File: src/rtl/if_stage_fetch_if.sv
// Fetch-stage bundle: I-cache read port, hazard/redirect controls and IF/ID outputs.
// The master modport is the fetch stage; the slave modport is the rest of the core.
interface if_stage_fetch_if;
    logic        hazard_stall;
    logic        hazard_flush;
    logic        redirect_valid;
    logic [31:0] redirect_pc;
    logic        mem_stall;
    logic        icache_ren;
    logic [29:0] icache_addr;
    logic        icache_stall;
    logic [31:0] icache_rdata;
    logic [31:0] IF_ID_pc;
    logic [31:0] IF_ID_inst;
    logic        IF_ID_valid;
    logic [6:0]  IF_ID_op;
    logic [4:0]  IF_ID_rs1;
    logic [4:0]  IF_ID_rs2;

    modport master (
        input  hazard_stall, hazard_flush, redirect_valid, redirect_pc, mem_stall,
        input  icache_stall, icache_rdata,
        output icache_ren, icache_addr,
        output IF_ID_pc, IF_ID_inst, IF_ID_valid, IF_ID_op, IF_ID_rs1, IF_ID_rs2
    );

    modport slave (
        output hazard_stall, hazard_flush, redirect_valid, redirect_pc, mem_stall,
        output icache_stall, icache_rdata,
        input  icache_ren, icache_addr,
        input  IF_ID_pc, IF_ID_inst, IF_ID_valid, IF_ID_op, IF_ID_rs1, IF_ID_rs2
    );
endinterface

File: src/rtl/if_stage_fetch.sv
// RV32 instruction-fetch stage with IF/ID register. A redirect that lands while the
// I-cache is busy moves the FSM to DISCARD so the stale in-flight fetch is dropped.
module if_stage_fetch #(
    parameter logic [31:0] RESET_PC = 32'h0000_0000,
    parameter logic [31:0] NOP_INST = 32'h0000_0013
) (
    input  logic              clk,
    input  logic              rst_n,
    if_stage_fetch_if.master  fe
);

    typedef enum logic [0:0] {
        RUN     = 1'b0,
        DISCARD = 1'b1
    } state_e;

    state_e      state_q, state_d;
    logic [31:0] pc_q, pc_d;
    logic [31:0] pend_q, pend_d;
    logic [31:0] ifid_pc_q, ifid_pc_d;
    logic [31:0] ifid_inst_q, ifid_inst_d;
    logic        ifid_valid_q, ifid_valid_d;
    logic        ren_q;

    logic [31:0] redir_tgt_s;
    logic [31:0] pc_inc_s;
    logic        bubble_s;
    logic        latch_s;

    assign redir_tgt_s = fe.redirect_pc & 32'hFFFF_FFFC;
    assign pc_inc_s    = pc_q + 32'd4;

    // Next-state selection for PC, pending target, FSM and IF/ID.
    always_comb begin
        state_d      = state_q;
        pc_d         = pc_q;
        pend_d       = pend_q;
        bubble_s     = 1'b0;
        latch_s      = 1'b0;
        // No request was outstanding in the first cycle after reset, so nothing can return.
        if (fe.mem_stall || !ren_q) begin
            pc_d = pc_q;
        end else begin
            case (state_q)
                RUN: begin
                    if (fe.icache_stall) begin
                        if (fe.redirect_valid) begin
                            pend_d   = redir_tgt_s;
                            state_d  = DISCARD;
                            bubble_s = 1'b1;
                        end else begin
                            bubble_s = !fe.hazard_stall;
                        end
                    end else if (fe.redirect_valid) begin
                        pc_d     = redir_tgt_s;
                        bubble_s = 1'b1;
                    end else if (fe.hazard_stall) begin
                        pc_d = pc_q;
                    end else if (fe.hazard_flush) begin
                        pc_d     = pc_inc_s;
                        bubble_s = 1'b1;
                    end else begin
                        pc_d    = pc_inc_s;
                        latch_s = 1'b1;
                    end
                end
                DISCARD: begin
                    if (fe.redirect_valid) begin
                        pend_d = redir_tgt_s;
                    end else begin
                        pend_d = pend_q;
                    end
                    if (!fe.icache_stall) begin
                        pc_d     = fe.redirect_valid ? redir_tgt_s : pend_q;
                        bubble_s = 1'b1;
                        state_d  = RUN;
                    end else begin
                        bubble_s = !fe.hazard_stall;
                    end
                end
                default: begin
                    state_d  = RUN;
                    bubble_s = 1'b1;
                end
            endcase
        end

        if (bubble_s) begin
            ifid_pc_d    = 32'h0000_0000;
            ifid_inst_d  = NOP_INST;
            ifid_valid_d = 1'b0;
        end else if (latch_s) begin
            ifid_pc_d    = pc_q;
            ifid_inst_d  = fe.icache_rdata;
            ifid_valid_d = 1'b1;
        end else begin
            ifid_pc_d    = ifid_pc_q;
            ifid_inst_d  = ifid_inst_q;
            ifid_valid_d = ifid_valid_q;
        end
    end

    // State, PC and IF/ID registers.
    always_ff @(posedge clk or negedge rst_n) begin
        if (!rst_n) begin
            state_q      <= RUN;
            pc_q         <= RESET_PC;
            pend_q       <= 32'h0000_0000;
            ifid_pc_q    <= 32'h0000_0000;
            ifid_inst_q  <= NOP_INST;
            ifid_valid_q <= 1'b0;
            ren_q        <= 1'b0;
        end else begin
            state_q      <= state_d;
            pc_q         <= pc_d;
            pend_q       <= pend_d;
            ifid_pc_q    <= ifid_pc_d;
            ifid_inst_q  <= ifid_inst_d;
            ifid_valid_q <= ifid_valid_d;
            ren_q        <= 1'b1;
        end
    end

    assign fe.icache_ren  = ren_q;
    assign fe.icache_addr = pc_q[31:2];
    assign fe.IF_ID_pc    = ifid_pc_q;
    assign fe.IF_ID_inst  = ifid_inst_q;
    assign fe.IF_ID_valid = ifid_valid_q;
    assign fe.IF_ID_op    = ifid_inst_q[6:0];
    assign fe.IF_ID_rs1   = ifid_inst_q[19:15];
    assign fe.IF_ID_rs2   = ifid_inst_q[24:20];

endmodule

File: src/flat_wrapper.sv
// flat-port wrapper written by rule: the top's interface ports become plain ports
module if_stage_fetch_flat 
#(
    parameter logic [31:0] RESET_PC = 32'h0000_0000,
    parameter logic [31:0] NOP_INST = 32'h0000_0013
)
  (clk, rst_n, fe_hazard_stall, fe_hazard_flush, fe_redirect_valid, fe_redirect_pc, fe_mem_stall, fe_icache_stall, fe_icache_rdata, fe_icache_ren, fe_icache_addr, fe_IF_ID_pc, fe_IF_ID_inst, fe_IF_ID_valid, fe_IF_ID_op, fe_IF_ID_rs1, fe_IF_ID_rs2);
  if_stage_fetch_if fe_i ();
  input  logic clk;
  input  logic rst_n;
  input wire logic [$bits(fe_i.hazard_stall)-1:0] fe_hazard_stall;
  input wire logic [$bits(fe_i.hazard_flush)-1:0] fe_hazard_flush;
  input wire logic [$bits(fe_i.redirect_valid)-1:0] fe_redirect_valid;
  input wire logic [$bits(fe_i.redirect_pc)-1:0] fe_redirect_pc;
  input wire logic [$bits(fe_i.mem_stall)-1:0] fe_mem_stall;
  input wire logic [$bits(fe_i.icache_stall)-1:0] fe_icache_stall;
  input wire logic [$bits(fe_i.icache_rdata)-1:0] fe_icache_rdata;
  output wire logic [$bits(fe_i.icache_ren)-1:0] fe_icache_ren;
  output wire logic [$bits(fe_i.icache_addr)-1:0] fe_icache_addr;
  output wire logic [$bits(fe_i.IF_ID_pc)-1:0] fe_IF_ID_pc;
  output wire logic [$bits(fe_i.IF_ID_inst)-1:0] fe_IF_ID_inst;
  output wire logic [$bits(fe_i.IF_ID_valid)-1:0] fe_IF_ID_valid;
  output wire logic [$bits(fe_i.IF_ID_op)-1:0] fe_IF_ID_op;
  output wire logic [$bits(fe_i.IF_ID_rs1)-1:0] fe_IF_ID_rs1;
  output wire logic [$bits(fe_i.IF_ID_rs2)-1:0] fe_IF_ID_rs2;
  assign fe_i.hazard_stall = fe_hazard_stall;
  assign fe_i.hazard_flush = fe_hazard_flush;
  assign fe_i.redirect_valid = fe_redirect_valid;
  assign fe_i.redirect_pc = fe_redirect_pc;
  assign fe_i.mem_stall = fe_mem_stall;
  assign fe_i.icache_stall = fe_icache_stall;
  assign fe_i.icache_rdata = fe_icache_rdata;
  assign fe_icache_ren = fe_i.icache_ren;
  assign fe_icache_addr = fe_i.icache_addr;
  assign fe_IF_ID_pc = fe_i.IF_ID_pc;
  assign fe_IF_ID_inst = fe_i.IF_ID_inst;
  assign fe_IF_ID_valid = fe_i.IF_ID_valid;
  assign fe_IF_ID_op = fe_i.IF_ID_op;
  assign fe_IF_ID_rs1 = fe_i.IF_ID_rs1;
  assign fe_IF_ID_rs2 = fe_i.IF_ID_rs2;
  if_stage_fetch #(.RESET_PC(RESET_PC), .NOP_INST(NOP_INST)) u_core (.clk(clk), .rst_n(rst_n), .fe(fe_i));
endmodule
File: config.mk
export PLATFORM = sky130hd
export DESIGN_NAME = if_stage_fetch_flat
export DESIGN_NICKNAME = d
export VERILOG_FILES = /design/src/rtl/if_stage_fetch_if.sv /design/src/rtl/if_stage_fetch.sv /design/src/flat_wrapper.sv
export SDC_FILE = /design/constraint.sdc
export NUM_CORES = 1
export LEC_CHECK = 0
export CORE_UTILIZATION = 45
export CTS_BUF_LIST = sky130_fd_sc_hd__clkbuf_4 sky130_fd_sc_hd__clkbuf_8 sky130_fd_sc_hd__clkbuf_16
export CTS_CLUSTER_DIAMETER = 30
export CTS_CLUSTER_SIZE = 12
export DETAILED_ROUTE_END_ITERATION = 10
export GPL_ROUTABILITY_DRIVEN = 0
export GPL_TIMING_DRIVEN = 0
export PLACE_DENSITY = 0.77
export SLEW_MARGIN = 15
export SYNTH_ARGS = -nofsm -noshare
export SYNTH_HDL_FRONTEND = slang
export SYNTH_SLANG_ARGS = --single-unit
export TNS_END_PERCENT = 5
File: constraint.sdc
create_clock -name clk -period 2.1 [get_ports clk]
set_input_delay 0.525 -clock clk [delete_from_list [all_inputs] [get_ports clk]]
set_output_delay 0.525 -clock clk [all_outputs]
set_load 0.005 [all_outputs]
==> results of run 1 <==
## registers in the layout, indices dropped and copies added (netlist names)
register and cells:
u_core.state_q 1, u_core.fe.IF_ID_valid 1, u_core.pend_q 32, u_core.fe.IF_ID_inst 32, u_core.pc_q 32, u_core.fe.IF_ID_pc 32
u_core.fe.icache_ren 1
## worst max-delay path, delay by kind of cell
kind                   cells  cell delay, ns
buffers and inverters      2            0.64
AO/OA/AOI/OAI              1            0.34
AND/OR/NAND/NOR            3            0.86
## through the flow
stage / hold slack [ns] / instances / utilization, %
finish: 0.146 / 965 / 67.5
global route: 0.205 / 965 / 67.5
CTS: 0.161 / 957 / 66.5
detailed placement: 0.473 / 924 / 61.8
global placement: 0.466 / 923 / 61.6
floorplan: 0.229 / 566 / -
## what timing repair did
action	CTS	global route
pin swaps	2	4
endpoints found under the setup margin	122	93
buffers inserted	2	8
cloned	0	0
resized for setup	18	37
## cell usage after synthesis (2+ instances only)
cell type	number	area, um^2
and4_1	3	26.3
a22o_1	65	569
o211ai_1	2	15.0
o22a_1	3	26.3
nand4_1	4	25.0
nor4_1	5	31.3
clkbuf_1	23	86.3
o31a_1	2	17.5
nand2_1	54	203
a21oi_1	23	115
a41oi_1	5	43.8
inv_1	4	15.0
a221oi_1	2	17.5
nand3_1	10	50.1
buf_4	20	150
dfstp_2	3	78.8
o21ai_1	2	10.0
nor2_1	26	97.6
buf_2	15	75.1
o31ai_1	2	15.0
a211oi_1	3	22.5
and2_1	3	18.8
dfrtp_1	128	3200
o311ai_0	3	26.3
nor2b_1	9	56.3
o22ai_1	2	12.5
nor4_4	3	63.8
o21ai_0	56	280
mux2_2	31	349
a31oi_1	11	68.8
mux2i_1	3	30.0
nor3_1	6	30.0
a22oi_1	4	30.0
and3_1	12	75.1
## per-layer routing
layer,GRT usage (%),routed length [um],vias to the layer above
met2,41.1,8550,337
met4,11.3,394,0
met1,36.4,7770,2683
li1,-,-,2520
met5,0,0,-
met3,5.84,1510,38
## worst min-delay path by stage
stage | start | endpoint | depth (start not counted)
final | rst_n | u_core.fe.IF_ID_inst[2] | 1
after global routing | rst_n | u_core.fe.IF_ID_inst[2] | 1
after CTS | rst_n | u_core.fe.IF_ID_inst[2] | 1
after detailed placement | u_core.fe.IF_ID_pc[2] | u_core.fe.IF_ID_pc[2] | 2
after global placement | u_core.fe.IF_ID_pc[2] | u_core.fe.IF_ID_pc[2] | 2
after floorplan | rst_n | u_core.fe.IF_ID_inst[10] | 0
## logic make-up after synthesis
logic type	synth area share, %
compound gates	22.2
simple gates	12.5
flops	53.6
buf+inv	5.33
mux	6.19
fa+ha+maj	0.204
other cells	0.0612
## final cells by class
| cell class | instances | area, um^2 | share of cell area (%) |
|---|---|---|---|
| sequential | 131 | 3290 | 36.8 |
| multi-input combinational | 373 | 2590 | 29.0 |
| timing repair buffer | 192 | 1910 | 21.4 |
| clock buffer | 26 | 518 | 5.80 |
| buffer | 58 | 348 | 3.89 |
| tap | 176 | 220 | 2.46 |
| clock inverter | 5 | 50.0 | 0.560 |
| inverter | 4 | 15.0 | 0.168 |
## power by group
group / internal (W) / switching, W / leakage (nW)
sequential: 0.00286 / 0.000401 / 1.70
combinational: 0.000838 / 0.000658 / 1.87
clock: 0.00180 / 0.000999 / 0.291
==> results.md, run 1 <==
* Status: finished clean
* Row count at 42
* Synth Cell Area at slightly above 6000 um^2
* Core ar. at 13,200 um^2
* Max Slew Vio Count at 0
* Critical Path Sink Type: register
* Fmax at 482 MHz
* Diodes inserted at 0
* CP required at 2.40 ns
* Pre-CTS WS at -0.851 ns
* CTS tree: built
* Max-slew headroom at 53.3%
* First-pass GRT wire length at 29.1 mm
* Final Hold Fails at 0
* Synth Flop Type: dfrtp_1
* Max VDD drop at 0.000526 V
* Final WL at roughly 18 mm
* DR vias/cell at 5.78
* CP max stage delay at roughly 0.44 ns
* Initial core utilization at between 40% and 50%
* Final setup TNS at 0 ns
* CTS buffer count at 17
* Unique masters post-synth at 53
* Ratio of cells with drive above 1 in the final layout at roughly 19%
* Startpoint types: input pin
* Ratio of final minimum period to clock period at 98.9%
* Pre-antenna DRT Iters at 6
* DRC viols at 0
* Yosys reg bits at ~130
* Die Height at between 100 and 150 um
* Syn_area_per_cell at about 11 um^2
* Worst-Margin Slew at around 0.70 ns
* Final setup violation count at 0
* Final instance area at 8940 um^2
* Post-route ant nets at 0
* Synthesized net count at 638
* IO Port Bufs at ~180
* Worst setup path category: input pin to register
* Setup Skew at 0.0108 ns
* R2r worst-path depth at 6
* Drt first-iter violations at 567
* Die area at 14,100 um^2
* Total track usage at 26.7%
* Most common cell after layout, fill and taps aside: clkdlybuf4s50_1
* H-tree Lvls at 4
* Worst Hold Class: input pin to async pin
* Longest Clk Path Bufs at 2
* Final worst slack at 0.0235 ns
* Largest net degree at the start of global routing at 77
* Vias in the first global route at 5,405
* Number of nets in the layout at between 800 and 900
* Seq/Total Area, Yosys at 53.6%
* Grt total ovfl at 0
* Worst reg2reg setup slack at 0.10 ns
* R2R Path Start: u_core.pc_q[2]
* PD cells at about 850 nW/um^2
* Worst Setup SP: fe_mem_stall
* Post-synthesis cell count at 566
* Root Buffer: clkbuf_16
* Vias at 5,578
* Max-cap violations at 0
* Critical-path cell list: clkdlybuf4s50_1 -> or3b_1 -> buf_4 -> nor3_1 -> nand4_1 -> o311ai_1
* Clock transition at path regs at 0.05 ns
* Worst setup path end: u_core.pc_q[27]
* Clock tree sinks at 131
* Critical Path Slowest Stage Cell: clkdlybuf4s50_1
* Antenna violations before repair at 0
* EDFF count, synth at 0
* Post-layout min period at 2.08 ns
* Worst EP arrival at around 2.4 ns
* Leak Pwr at just under 4 nW
* Most frequent cells in the layout: clkdlybuf4s50_1 (177), dfrtp_1 (123), a22o_1 (65)
* I/O Pins at 184
* Total Power at 0.00756 W
* Max FO, Critical Path at 9
* Fill count at 1,006
* Die Width at 119 um
* DP Area at 8190 um^2
* Clock Latency Late Sink at 0.42 ns
* Asr flop ratio synth at 100%
* Post-DP HPWL at 13.2 mm
* Yosys warns at 0
* Worst r2r dst: u_core.pc_q[28]
* Unrepaired setup endpoints after global routing: yes
* WL/cell at 18.9 um
* Hold-fix buffers at CTS at 0
* Area growth from synthesis to layout at 45.8%
Power figures use the tool's default switching activity.
==> run 2: changes to the inputs <==
CORE_ASPECT_RATIO = 1.5   (was unset)
==> run 2 against run 1 <==
The run now ends with negative setup slack left; core utilization increased by 1.1 points; power rose by 8.7%; critical path depth rose by 2; sequential cell count did not move; die area is essentially flat; non-clock buffer count stayed put; setup slack worse by 0.082 ns; register-to-register slack lost 0.07 ns; fmax decreased by 3.8%; clock skew down 0.0030 ns; final cell count decreased by 1.7%; global-route usage is 1.0 points higher; critical endpoint is now u_core.pc_q[29]; largest power group is now the clock network; highest routed layer unchanged.
==> results.md, run 2 (synthesis gave the netlist of run 1 again) <==
* Top Usage Layer GRT: met2
* Number of nets in the layout at between 800 and 900
* IO Port Bufs at 181
* Antenna violations before repair at 0
* Status: finished with violations
* Initial core utilization at 46.6%
* Max FO, Critical Path at 10
* H-tree Lvls at 4
* CTS buffer count at 17
* Leak Pwr at 3.88 nW
* Worst setup path category: input pin to register
* Post-DP HPWL at 13.9 mm
* Fmax at 463 MHz
* Vias in the first global route at 5,777
* Max-cap violations at 0
* Critical-path cell list: clkdlybuf4s50_1 -> or3b_1 -> buf_4 -> a21oi_4 -> clkbuf_1 -> nand3_1 -> o21ai_0 -> a21oi_1
* Clock Latency Late Sink at around 0.42 ns
* Max-slew headroom at 63.1%
* Post-layout min period at 2.16 ns
* Area growth from synthesis to layout at 47.2%
* Critical Path Slowest Stage Cell: clkdlybuf4s50_1
* Die Width at 97.3 um
* Fill count at 1,007
* Post-route ant nets at 0
* Met1 GRT Util at 32.7%
* CP required at 2.40 ns
* Final Hold Fails at 0
* Clock transition at path regs at 0.06 ns
* First-pass GRT wire length at 30.6 mm
* Setup Skew at 0.00777 ns
* DP Area at just over 8000 um^2
* I/O Pins at between 150 and 200
* Final core occ at 68.6%
* Final setup violation count at 12
* Critical Path Sink Type: register
* Worst-Margin Slew at 0.554 ns
* Grt met3 use at 5.83%
* Core ar. at 13,100 um^2
* Final instance area at 9020 um^2
* Total Power at a little over 0.008 W
* Met2 GRT Util at a little under half
* Unrepaired setup endpoints after global routing: yes
* Worst reg2reg setup slack at ~0.03 ns
* Pre-antenna DRT Iters at 5
* CTS tree: built
* Drt first-iter violations at 579
* Violated checks: negative setup slack
* Worst Path Buf+Inv at 3
* Largest net degree at the start of global routing at 80
* Worst Hold Class: input pin to async pin
* Final worst slack at -0.0582 ns
* Total track usage at 27.7%
* Row count at 51
* Longest Clk Path Bufs at 2
* PD cells at 912 nW/um^2
* Grt total ovfl at 0
* DR vias/cell at 6.05
* Die Height at 145 um
* Hold-fix buffers at CTS at 0
* Most frequent cells in the layout: clkdlybuf4s50_1 (178), dfrtp_1 (123), a22o_1 (65)
* WL/cell at 20.4 um
* Max Slew Vio Count at 0
* Ratio of cells with drive above 1 in the final layout at 19.2%
* Worst EP arrival at 2.45 ns
* Startpoint types: input pin
* CP max stage delay at between 0.4 and 0.5 ns
* Most common cell after layout, fill and taps aside: clkdlybuf4s50_1
* WHS at 0.0646 ns
* Diodes inserted at 0
* Clock tree sinks at 131
* Die area at around 14,000 um^2
* Ratio of final minimum period to clock period at 103%
* Vias at 5,744
* Max VDD drop at 0.000566 V
* DRC viols at 0
* Root Buffer: clkbuf_16
* Top Family by Delay on Critical Path: buffers and inverters
* Final WL at 19.3 mm
-- run 2: cell types whose count changed in the layout (fill, tap and decap cells not counted), sizes merged --
cell	delta
clkbuf	-10
bufinv	+5
clkinvlp	+3
buf	+2
clkdlybuf4s50	+1
clkinv	-1
inv	+1
-- run 2: worst paths after layout --
check,start,end,cells after the start
worst min register to register,u_core.fe.IF_ID_pc[13],u_core.fe.IF_ID_pc[13],2
worst max-delay path,fe_mem_stall,u_core.pc_q[29],8
worst max register to register,u_core.pc_q[6],u_core.pc_q[26],5
min in group clk,u_core.fe.IF_ID_pc[13],u_core.fe.IF_ID_pc[13],2
worst min-delay path,rst_n,u_core.fe.icache_ren,1
max in group asynchronous,rst_n,u_core.fe.IF_ID_inst[3],2
-- run 2: repair_timing --
item | CTS | global route
pin swaps | 2 | 5
gates resized for setup | 16 | 31
setup endpoints to repair | 119 | 121
setup buffers | 0 | 11
gates cloned | 0 | 0
-- run 2: metrics by stage --
stage	TNS [ns]	cells	setup WS, ns
floorplan	0	566	0.176
global placement	-656.05	906	-4.42
detailed placement	-89.96	907	-0.871
CTS	-0.00689	939	-0.00401
global route	-1.54	949	-0.0611
finish	-0.156	949	-0.0582
-- run 2: layout make-up --
class | count | area (um^2) | area share (%)
multi-input cells | 373 | 2580 | 28.7
well taps | 159 | 199 | 2.21
inverters | 4 | 15.0 | 0.167
plain buffers | 57 | 333 | 3.69
repair buffers | 193 | 1920 | 21.3
clock buffers | 19 | 447 | 4.95
clock inverters | 13 | 230 | 2.55
flip-flops and latches | 131 | 3290 | 36.5
-- run 2: where the power goes --
group | total (W) | switching, W | internal, W
sequential | 0.00328 | 0.000420 | 0.00286
clock | 0.00339 | 0.00112 | 0.00227
combinational | 0.00155 | 0.000688 | 0.000859
total | 0.00822 | 0.00223 | 0.00599
-- run 2: routing by layer --
layer  wire (um)  up-vias
li1            -     2524
met1        7310     2771
met2        9710      360
met3        1360       89
met4         948        0
met5           0        -
